## src/rtl/dispatch_buffer_pkg.sv

```systemverilog
// Types shared along the decode -> dispatch -> rename path, plus the
// machine width used by every block on that path.
`ifndef N_WAY
`define N_WAY 2
`endif

package dispatch_buffer_pkg;

    localparam int ARCH_REG_W = 5;

    typedef struct packed {
        logic [ARCH_REG_W-1:0] src1;
        logic [ARCH_REG_W-1:0] src2;
        logic [ARCH_REG_W-1:0] dest;
        logic                  valid;
    } DISPATCH_PACKET;

    typedef struct packed {
        DISPATCH_PACKET pkt;
        logic           branch;
    } IB_ENTRY;

    localparam int N_WAY_DEFAULT = `N_WAY;

endpackage

```

## src/rtl/leading_ones_cnt.sv

```systemverilog
// Counts consecutive set bits starting at bit 0, i.e. the run of
// accepted/valid slots beginning with the oldest one.
module leading_ones_cnt #(
    parameter int W = 2
) (
    input  logic [W-1:0]       i_bits,
    output logic [$clog2(W):0] o_count
);

    localparam int CW = $clog2(W) + 1;

    logic w_run;

    always_comb begin
        o_count = '0;
        w_run   = 1'b1;
        for (int i = 0; i < W; i++) begin
            w_run   = w_run & i_bits[i];
            o_count = o_count + CW'(w_run);
        end
    end

endmodule

```

## src/rtl/dispatch_buffer.sv

```systemverilog
// In-order circular instruction buffer between decode and rename.
// Presents the oldest N_WAY entries each cycle and retires the accepted prefix.
module dispatch_buffer
    import dispatch_buffer_pkg::*;
#(
    parameter int IB_DEPTH = 8,
    parameter int N_WAY    = `N_WAY
) (
    input  logic                      clock,
    input  logic                      reset,
    input  DISPATCH_PACKET            decode_packet [N_WAY],
    input  logic [N_WAY-1:0]          decode_branch,
    output logic [$clog2(N_WAY):0]    decode_ready_num,
    output DISPATCH_PACKET            dispatch_packet [N_WAY],
    output logic [N_WAY-1:0]          branch_inst,
    output logic [$clog2(N_WAY):0]    dispatch_num,
    input  logic [N_WAY-1:0]          dispatched,
    input  logic                      branch_haz,
    output logic [$clog2(IB_DEPTH):0] ib_count
);

    localparam int PTR_W = $clog2(IB_DEPTH);
    localparam int CNT_W = PTR_W + 1;
    localparam int NUM_W = $clog2(N_WAY) + 1;
    localparam logic [CNT_W-1:0] DEPTH_C = CNT_W'(IB_DEPTH);
    localparam logic [CNT_W-1:0] NWAY_C  = CNT_W'(N_WAY);

    IB_ENTRY          r_entries [IB_DEPTH];
    logic [PTR_W-1:0] r_head;
    logic [PTR_W-1:0] r_tail;
    logic [CNT_W-1:0] r_count;

    logic [CNT_W-1:0] w_free;
    logic [CNT_W-1:0] w_ready;
    logic [CNT_W-1:0] w_avail;
    logic [N_WAY-1:0] w_dec_valid;
    logic [NUM_W-1:0] w_pop_lead;
    logic [NUM_W-1:0] w_enq_lead;
    logic [NUM_W-1:0] w_pop;
    logic [NUM_W-1:0] w_enq;

    // Handshake: decode may fill decode_ready_num leading slots and rename
    // accepts a leading prefix of the dispatch_num presented slots via
    // `dispatched`; both take effect at the same edge, and freed slots are
    // only offered to decode from the following cycle.
    assign w_free           = DEPTH_C - r_count;
    assign w_ready          = (w_free < NWAY_C) ? w_free : NWAY_C;
    assign w_avail          = (r_count < NWAY_C) ? r_count : NWAY_C;
    assign decode_ready_num = NUM_W'(w_ready);
    assign dispatch_num     = NUM_W'(w_avail);
    assign ib_count         = r_count;

    for (genvar g = 0; g < N_WAY; g++) begin : g_slot
        IB_ENTRY w_ent;
        logic    w_live;

        assign w_ent  = r_entries[r_head + PTR_W'(g)];
        assign w_live = (CNT_W'(g) < r_count) && w_ent.pkt.valid;
        assign dispatch_packet[g] = '{src1:  w_ent.pkt.src1,
                                      src2:  w_ent.pkt.src2,
                                      dest:  w_ent.pkt.dest,
                                      valid: w_live};
        assign branch_inst[g] = w_live & w_ent.branch;
        assign w_dec_valid[g] = decode_packet[g].valid;
    end

    leading_ones_cnt #(.W(N_WAY)) u_pop_lead (
        .i_bits  (dispatched),
        .o_count (w_pop_lead)
    );

    leading_ones_cnt #(.W(N_WAY)) u_enq_lead (
        .i_bits  (w_dec_valid),
        .o_count (w_enq_lead)
    );

    assign w_pop = (w_pop_lead < dispatch_num)     ? w_pop_lead : dispatch_num;
    assign w_enq = (w_enq_lead < decode_ready_num) ? w_enq_lead : decode_ready_num;

    always_ff @(posedge clock) begin
        if (!reset || branch_haz) begin
            r_head  <= '0;
            r_tail  <= '0;
            r_count <= '0;
        end else begin
            r_head  <= r_head + PTR_W'(w_pop);
            r_tail  <= r_tail + PTR_W'(w_enq);
            r_count <= r_count + CNT_W'(w_enq) - CNT_W'(w_pop);
        end
    end

    // Storage needs no reset: r_count alone decides which entries are live.
    always_ff @(posedge clock) begin
        if (reset && !branch_haz) begin
            for (int i = 0; i < N_WAY; i++) begin
                if (NUM_W'(i) < w_enq) begin
                    r_entries[r_tail + PTR_W'(i)] <= '{pkt: decode_packet[i], branch: decode_branch[i]};
                end
            end
        end
    end

endmodule
```

## config.mk

```make
export PLATFORM = sky130hd
export DESIGN_NAME = dispatch_buffer
export DESIGN_NICKNAME = d
export VERILOG_FILES = /design/src/rtl/dispatch_buffer_pkg.sv /design/src/rtl/leading_ones_cnt.sv /design/src/rtl/dispatch_buffer.sv
export SDC_FILE = /design/constraint.sdc
export NUM_CORES = 1
export LEC_CHECK = 0
export CAP_MARGIN = 30
export CELL_PAD_IN_SITES_DETAIL_PLACEMENT = 1
export CELL_PAD_IN_SITES_GLOBAL_PLACEMENT = 1
export CORE_MARGIN = 10
export CORE_UTILIZATION = 42
export CTS_BUF_LIST = sky130_fd_sc_hd__clkbuf_8
export DETAILED_ROUTE_END_ITERATION = 12
export GPL_TIMING_DRIVEN = 0
export PLACE_DENSITY = 0.85
export SLEW_MARGIN = 20
export SYNTH_ARGS = -nofsm -noshare
export SYNTH_HDL_FRONTEND = slang
export SYNTH_SLANG_ARGS = --single-unit
export TNS_END_PERCENT = 50
```

## constraint.sdc

```tcl
create_clock -name clock -period 3.8 [get_ports clock]
set_clock_uncertainty 0.1 [all_clocks]
set_input_delay 0.76 -clock clock [delete_from_list [all_inputs] [get_ports clock]]
set_output_delay 0.76 -clock clock [all_outputs]
set_load 0.02 [all_outputs]
```

==> impl_metrics.json, run 1 <==
{
  "status": "complete, no violations",
  "cp_max_fo": 10,
  "core-area_sq_um": 20400,
  "worst-endpoint-required_ns": 2.94,
  "syn_nets": 584,
  "clock_path_buffers": 2,
  "syn_area_sq_um": 8780,
  "hold_path_end": "r_tail[0]$_SDFF_PP0_",
  "row_count": 52,
  "min_path_cells": 2,
  "grt_max_degree": 18,
  "crit_type": "register to primary output",
  "area_delta_synth_final_pct": 20.5,
  "worst_pin_slew_ns": 1.03,
  "cts_tree": "done",
  "avgViaCountPerCell": 6.07,
  "clock_latency_ns": 0.45,
  "initial_core_util_pct": 43.0,
  "setup_viol": 0,
  "synth_top_area_share_pct": 46.5,
  "synth_top_cell_by_area": "edfxtp_1",
  "timing.hold.ws_ns": 0.551,
  "async_flop_share_pct": 0,
  "overflow": 0,
  "hold_viol": 0,
  "fmax_ghz": 0.268,
  "cts_hold_buf": 0,
  "ys.warnings.count": 0,
  "finalWeightedCongestion": 0.812,
  "synth_edf_count": 136,
  "dieHeight_microns": 165,
  "via_count": 5540,
  "postSynthCellCount": 528,
  "dieArea_sq_um": 27100,
  "leakage_nw": 3.38,
  "grt_usage_pct": 20.0,
  "hold_path.startpoint": "r_tail[0]$_SDFF_PP0_",
  "drtAntennaViolNets": 0,
  "drt_first_pass_iters": 5,
  "detailed_place_hpwl_microns": 17700,
  "met2_usage_pct": 34.4,
  "drive_gt1_share_pct": 47.9,
  "io_buffers": 78,
  "power_per_cell_area_nw_per_um2": 476,
  "grt_pass1_vias": 6217,
  "start_kind": "register",
  "finalCritPeriodShare_pct": 98.3,
  "drt_iter0_markers": 549,
  "routed_wirelength_microns": 26700,
  "r2r_cells": 11,
  "h-tree-depth": 4,
  "synth-seq-cells": 146,
  "grt_busiest_layer": "met2",
  "arrival_ns": 2.88,
  "fin_crit_ns": 3.74,
  "yosys_most_used_dff": "edfxtp_1",
  "r2r_start": "ib_count[0]$_SDFF_PP0_",
  "cts_num_sinks": 146,
  "yosysMostFrequentCell": "mux2_2",
  "grt_pass1_wl_microns": 39600,
  "rsz0062_at_grt": "no",
  "grtUsageMet3_pct": 5.30,
  "synthTopCellsByCount": "mux2_2, edfxtp_1, mux4_2, mux2_1",
  "num_antenna_cells": 0,
  "drc_errors": 0,
  "synth_area_leaders": "edfxtp_1, mux2_2, mux4_2",
  "cts_inserted_buffers": 17,
  "maxCapViolations": 0,
  "rr_endpoint": "r_entries[3][13]$_DFFE_PP_",
  "wl_per_cell_microns": 29.2,
  "setup.worst_path.end_class": "primary output",
  "root_buffer": "clkbuf_8",
  "hp-class": "register to register",
  "regToRegSetupSlack_ns": 0.16,
  "yosysSeqAreaShare_pct": 48.8,
  "clkTransAtPathRegs_ns": 0.08,
  "vdd_drop_max_mv": 0.483,
  "ys_types": 42,
  "finalMaxSlewViolations": 0,
  "die_w_microns": 165,
  "boundaryPins": 81,
  "syn_area_per_cell_sq_um": 16.6,
  "p_total_mw": 5.04,
  "fin_nets": 687,
  "met1_usage_pct": 24.4,
  "relSlewSlack_pct": 30.8,
  "antenna_found_initial": 0
}
sequential cells by signal (all words and copies together) (netlist names):
signal     flops
r_head         3
r_tail         3
ib_count       4
r_entries    136
final cells by class:
type                    count  area (sq um)
fillers                  1949          9840
multi-input cells         334          4370
well taps                 270           338
clock buffers              17           234
flip-flops and latches    146          4280
clock inverters            14           154
inverters                  13          48.8
plain buffers              34           258
repair buffers             85           898
per-stage QoR:
| step | utilization [%] | setup slack, ns | TNS (ns) | cells | instance area (sq um) |
|---|---|---|---|---|---|
| after floorplan | - | -0.0818 | -1.39 | 528 | 8790 |
| after global placement | 48.5 | -1.51 | -108.85 | 876 | 9910 |
| after detailed placement | 49.5 | -0.0174 | -0.181 | 882 | 10100 |
| after CTS | 51.6 | 0.0286 | 0 | 912 | 10500 |
| after global routing | 51.8 | 0.00981 | 0 | 913 | 10600 |
| final | 51.8 | 0.0644 | 0 | 913 | 10600 |
kinds of logic (layout without fill, tap and decap cells):
family | Yosys count | in the layout | synth area share, %
compound gates | 16 | 16 | 1.25
xor+xnor | 10 | 10 | 1.17
fa+ha+maj | 17 | 17 | 2.76
buf+inv | 48 | 163 | 2.86
flops | 146 | 146 | 48.8
mux | 238 | 238 | 39.2
simple gates | 53 | 53 | 4.02
layout by cell type (no fill, tap or decap), drive strengths merged, types with 2 or more instances in the layout:
cell type / netlist / layout
buf: 27 / 34
edfxtp: 136 / 136
or2: 2 / 2
dfxtp: 10 / 10
a21o: 2 / 2
and2: 7 / 7
bufinv: 0 / 2
nor2b: 4 / 4
nand2b: 4 / 4
clkinv: 0 / 6
mux2i: 4 / 4
ha: 13 / 13
nor4: 3 / 3
nor2: 17 / 17
o41ai: 2 / 2
nand3: 6 / 6
mux4: 68 / 68
o21bai: 6 / 6
inv: 13 / 17
nor3: 3 / 3
xor2: 4 / 4
fa: 4 / 4
mux2: 166 / 166
nand2: 4 / 4
clkinvlp: 0 / 2
clkbuf: 8 / 24
nand4: 2 / 2
clkdlybuf4s50: 0 / 77
a21oi: 3 / 3
xnor2: 6 / 6
worst max-delay path, cell delays in order (launching register included):
cell	delay (ns)
dfxtp_1	0.45
buf_2	0.22
buf_4	0.23
buf_4	0.29
mux4_2	0.36
mux2_2	0.32
clkdlybuf4s50_1	0.56
power breakdown:
| part | switching [mW] | total, mW | internal [mW] |
|---|---|---|---|
| Clock | 0.649 | 1.24 | 0.587 |
| Sequential | 0.0520 | 1.89 | 1.84 |
| Combinational | 1.00 | 1.91 | 0.912 |
| Total | 1.70 | 5.04 | 3.34 |
layer usage:
layer / vias to the layer above / part of all wire (%)
li1: 2346 / -
met1: 2865 / 37
met2: 291 / 52
met3: 38 / 9.3
met4: 0 / 1.5
met5: - / 0
how the worst max path moves through the flow:
stage	startpoint	end	slack [ns]
finish	r_head[0]$_SDFF_PP0_	dispatch_packet[29]	0.06
floorplan	ib_count[0]$_SDFF_PP0_	r_entries[5][0]$_DFFE_PP_	-0.08
detailed placement	r_head[1]$_SDFF_PP0_	dispatch_packet[13]	-0.02
CTS	r_head[1]$_SDFF_PP0_	dispatch_packet[29]	0.03
global placement	ib_count[0]$_SDFF_PP0_	r_entries[5][3]$_DFFE_PP_	-1.51
global route	r_head[0]$_SDFF_PP0_	dispatch_packet[29]	0.01
timing repair:
item / in CTS / in global routing
setup endpoints to repair: 34 / 39
resized for setup: 33 / 6
setup buffers: 0 / 0
pin swaps: 0 / 1
No activity file was read; power rests on OpenSTA's default activity.
==> run 2: changes to the inputs <==
Settings changed: CAP_MARGIN 30 to 20, CORE_UTILIZATION 42 to 35, MAX_ROUTING_LAYER set to met4, PLACE_DENSITY 0.85 to 0.75.
==> run 2 against run 1 <==
Against the previous run:
- cell area rose by 0.82%
- critical path depth fell by 1
- largest power group is now sequential cells
- highest routed layer unchanged
- register-to-register slack improved by 0.04 ns
==> impl_metrics.json, run 2 (synthesized netlist as in run 1, its figures left out) <==
{
  "io_buffers": 78,
  "status": "complete, no violations",
  "overflow": 0,
  "p_int_mw": 3.44,
  "fin_nets": 688,
  "regToRegSetupSlack_ns": 0.20,
  "drc_errors": 0,
  "worst-endpoint-required_ns": 2.94,
  "cts_inserted_buffers": 17,
  "setup.worst_path.end_class": "primary output",
  "r2r_start": "ib_count[0]$_SDFF_PP0_",
  "setup_slack_ns": 0.110,
  "dp_slack_ns": -0.111,
  "start_kind": "register",
  "drive_gt1_share_pct": 48.1,
  "h-tree-depth": 4,
  "wl_per_cell_microns": 26.6,
  "leakage_nw": 3.38,
  "drt_first_pass_iters": 4,
  "grt_max_degree": 18,
  "vdd_drop_max_mv": 0.394,
  "fill_cells": 2456,
  "dieHeight_microns": 178,
  "seq_power_share_pct": 37.2,
  "placed_area_sq_um": 10100,
  "rsz0062_at_grt": "yes",
  "rr_endpoint": "r_entries[7][15]$_DFFE_PP_",
  "setup_viol": 0,
  "die_w_microns": 178,
  "hp-class": "register to register",
  "finalCritPeriodShare_pct": 97.1,
  "arrival_ns": 2.83,
  "power_per_cell_area_nw_per_um2": 476,
  "hold_path_end": "r_tail[0]$_SDFF_PP0_",
  "cp_max_fo": 10,
  "boundaryPins": 81,
  "fmax_ghz": 0.271,
  "cts_num_sinks": 146,
  "drt_iter0_markers": 422,
  "largest_reg_flops": 136,
  "clkTransAtPathRegs_ns": 0.08,
  "maxCapViolations": 0,
  "min_path_cells": 2,
  "fin_crit_ns": 3.69,
  "crit_type": "register to primary output",
  "clock_latency_ns": 0.45,
  "avgViaCountPerCell": 5.52,
  "grt_pass1_wl_microns": 38400,
  "finalMaxSlewViolations": 0,
  "cts_hold_buf": 0,
  "r2r_cells": 10,
  "swShare_pct": 32.3,
  "design_area_sq_um": 10700,
  "largest-register": "r_entries",
  "p_comb_share_pct": 36.9,
  "worst_pin_slew_ns": 1.05,
  "cts_tree": "done",
  "utilization_pct": 43.5,
  "clock_path_buffers": 2,
  "final_cell_mix": "mux2_2, edfxtp_1, clkdlybuf4s50_1",
  "initial_core_util_pct": 35.8,
  "final_common_cell": "mux2_2",
  "via_count": 5345,
  "hold_path.startpoint": "r_tail[0]$_SDFF_PP0_",
  "detailed_place_hpwl_microns": 17500,
  "drtAntennaViolNets": 0,
  "p_clk_share_pct": 25.9,
  "row_count": 57,
  "relSlewSlack_pct": 29.4,
  "finalWeightedCongestion": 0.805,
  "area_delta_synth_final_pct": 21.5,
  "root_buffer": "clkbuf_8",
  "p_switching_mw": 1.64,
  "grt_usage_pct": 17.0,
  "antenna_found_initial": 1,
  "grt_pass1_vias": 6019,
  "routed_wirelength_microns": 25800,
  "dieArea_sq_um": 31800,
  "hold_viol": 0,
  "timing.hold.ws_ns": 0.521,
  "core-area_sq_um": 24500
}
==> run 2: worst max-delay path by stage <==
stage	start	to	slack, ns	cells past startpoint
after floorplan	ib_count[0]$_SDFF_PP0_	r_entries[5][0]$_DFFE_PP_	-0.08	10
after global placement	ib_count[0]$_SDFF_PP0_	r_entries[5][3]$_DFFE_PP_	-1.64	10
after detailed placement	decode_packet[16]	r_entries[7][3]$_DFFE_PP_	-0.11	7
after CTS	r_head[1]$_SDFF_PP0_	dispatch_packet[30]	0.002	5
after global routing	r_head[0]$_SDFF_PP0_	dispatch_packet[14]	-0.006	5
final	r_head[0]$_SDFF_PP0_	dispatch_packet[14]	0.11	5
==> run 2: layout make-up <==
class | count | area (sq um) | share of cell area (%)
tap | 324 | 405 | 3.80
inverter | 13 | 48.8 | 0.457
timing repair buffer | 86 | 861 | 8.07
sequential | 146 | 4280 | 40.1
clock inverter | 14 | 188 | 1.76
antenna | 1 | 2.50 | 0.0234
multi-input combinational | 334 | 4380 | 41.1
clock buffer | 17 | 234 | 2.19
buffer | 34 | 268 | 2.51
==> run 2: through the flow <==
stage	power (mW)	TNS, ns	instances
final	5.08	0	969
after global routing	5.34	-0.00576	969
after CTS	5.10	0	964
after detailed placement	3.77	-3.33	933
after global placement	3.68	-112.26	930
after floorplan	3.05	-1.39	528
==> run 2: what timing repair did <==
item	CTS	global route
resized for setup	32	12
pin swaps	0	3
endpoints found under the setup margin	34	147
buffers inserted	1	4
endpoints found under the hold margin	0	0
==> run 2: power by group through the flow <==
stage          clock network (mW)  logic, mW  registers [mW]
6_report                     1.32       1.88            1.89
5_1_grt                      1.40       2.04            1.90
4_1_cts                      1.33       1.88            1.89
3_5_place_dp                    0       1.84            1.93
3_3_place_gp                    0       1.76            1.92
2_1_floorplan                   0       1.13            1.93
==> run 2: critical path: stages (launching register included) <==
cell and delay [ns]:
dfxtp_1 0.41, buf_2 0.20, clkbuf_4 0.34, mux4_2 0.54, mux2_2 0.33, clkdlybuf4s50_1 0.56
==> run 2: metal layers <==
layer  global-route usage (%)  vias up  wire length (microns)
li1                         -     2345                      -
met1                     20.7     2793                  10600
met2                     27.9      176                  13100
met3                     3.30       31                   1630
met4                     5.51        0                    490
met5                        -        -                      0
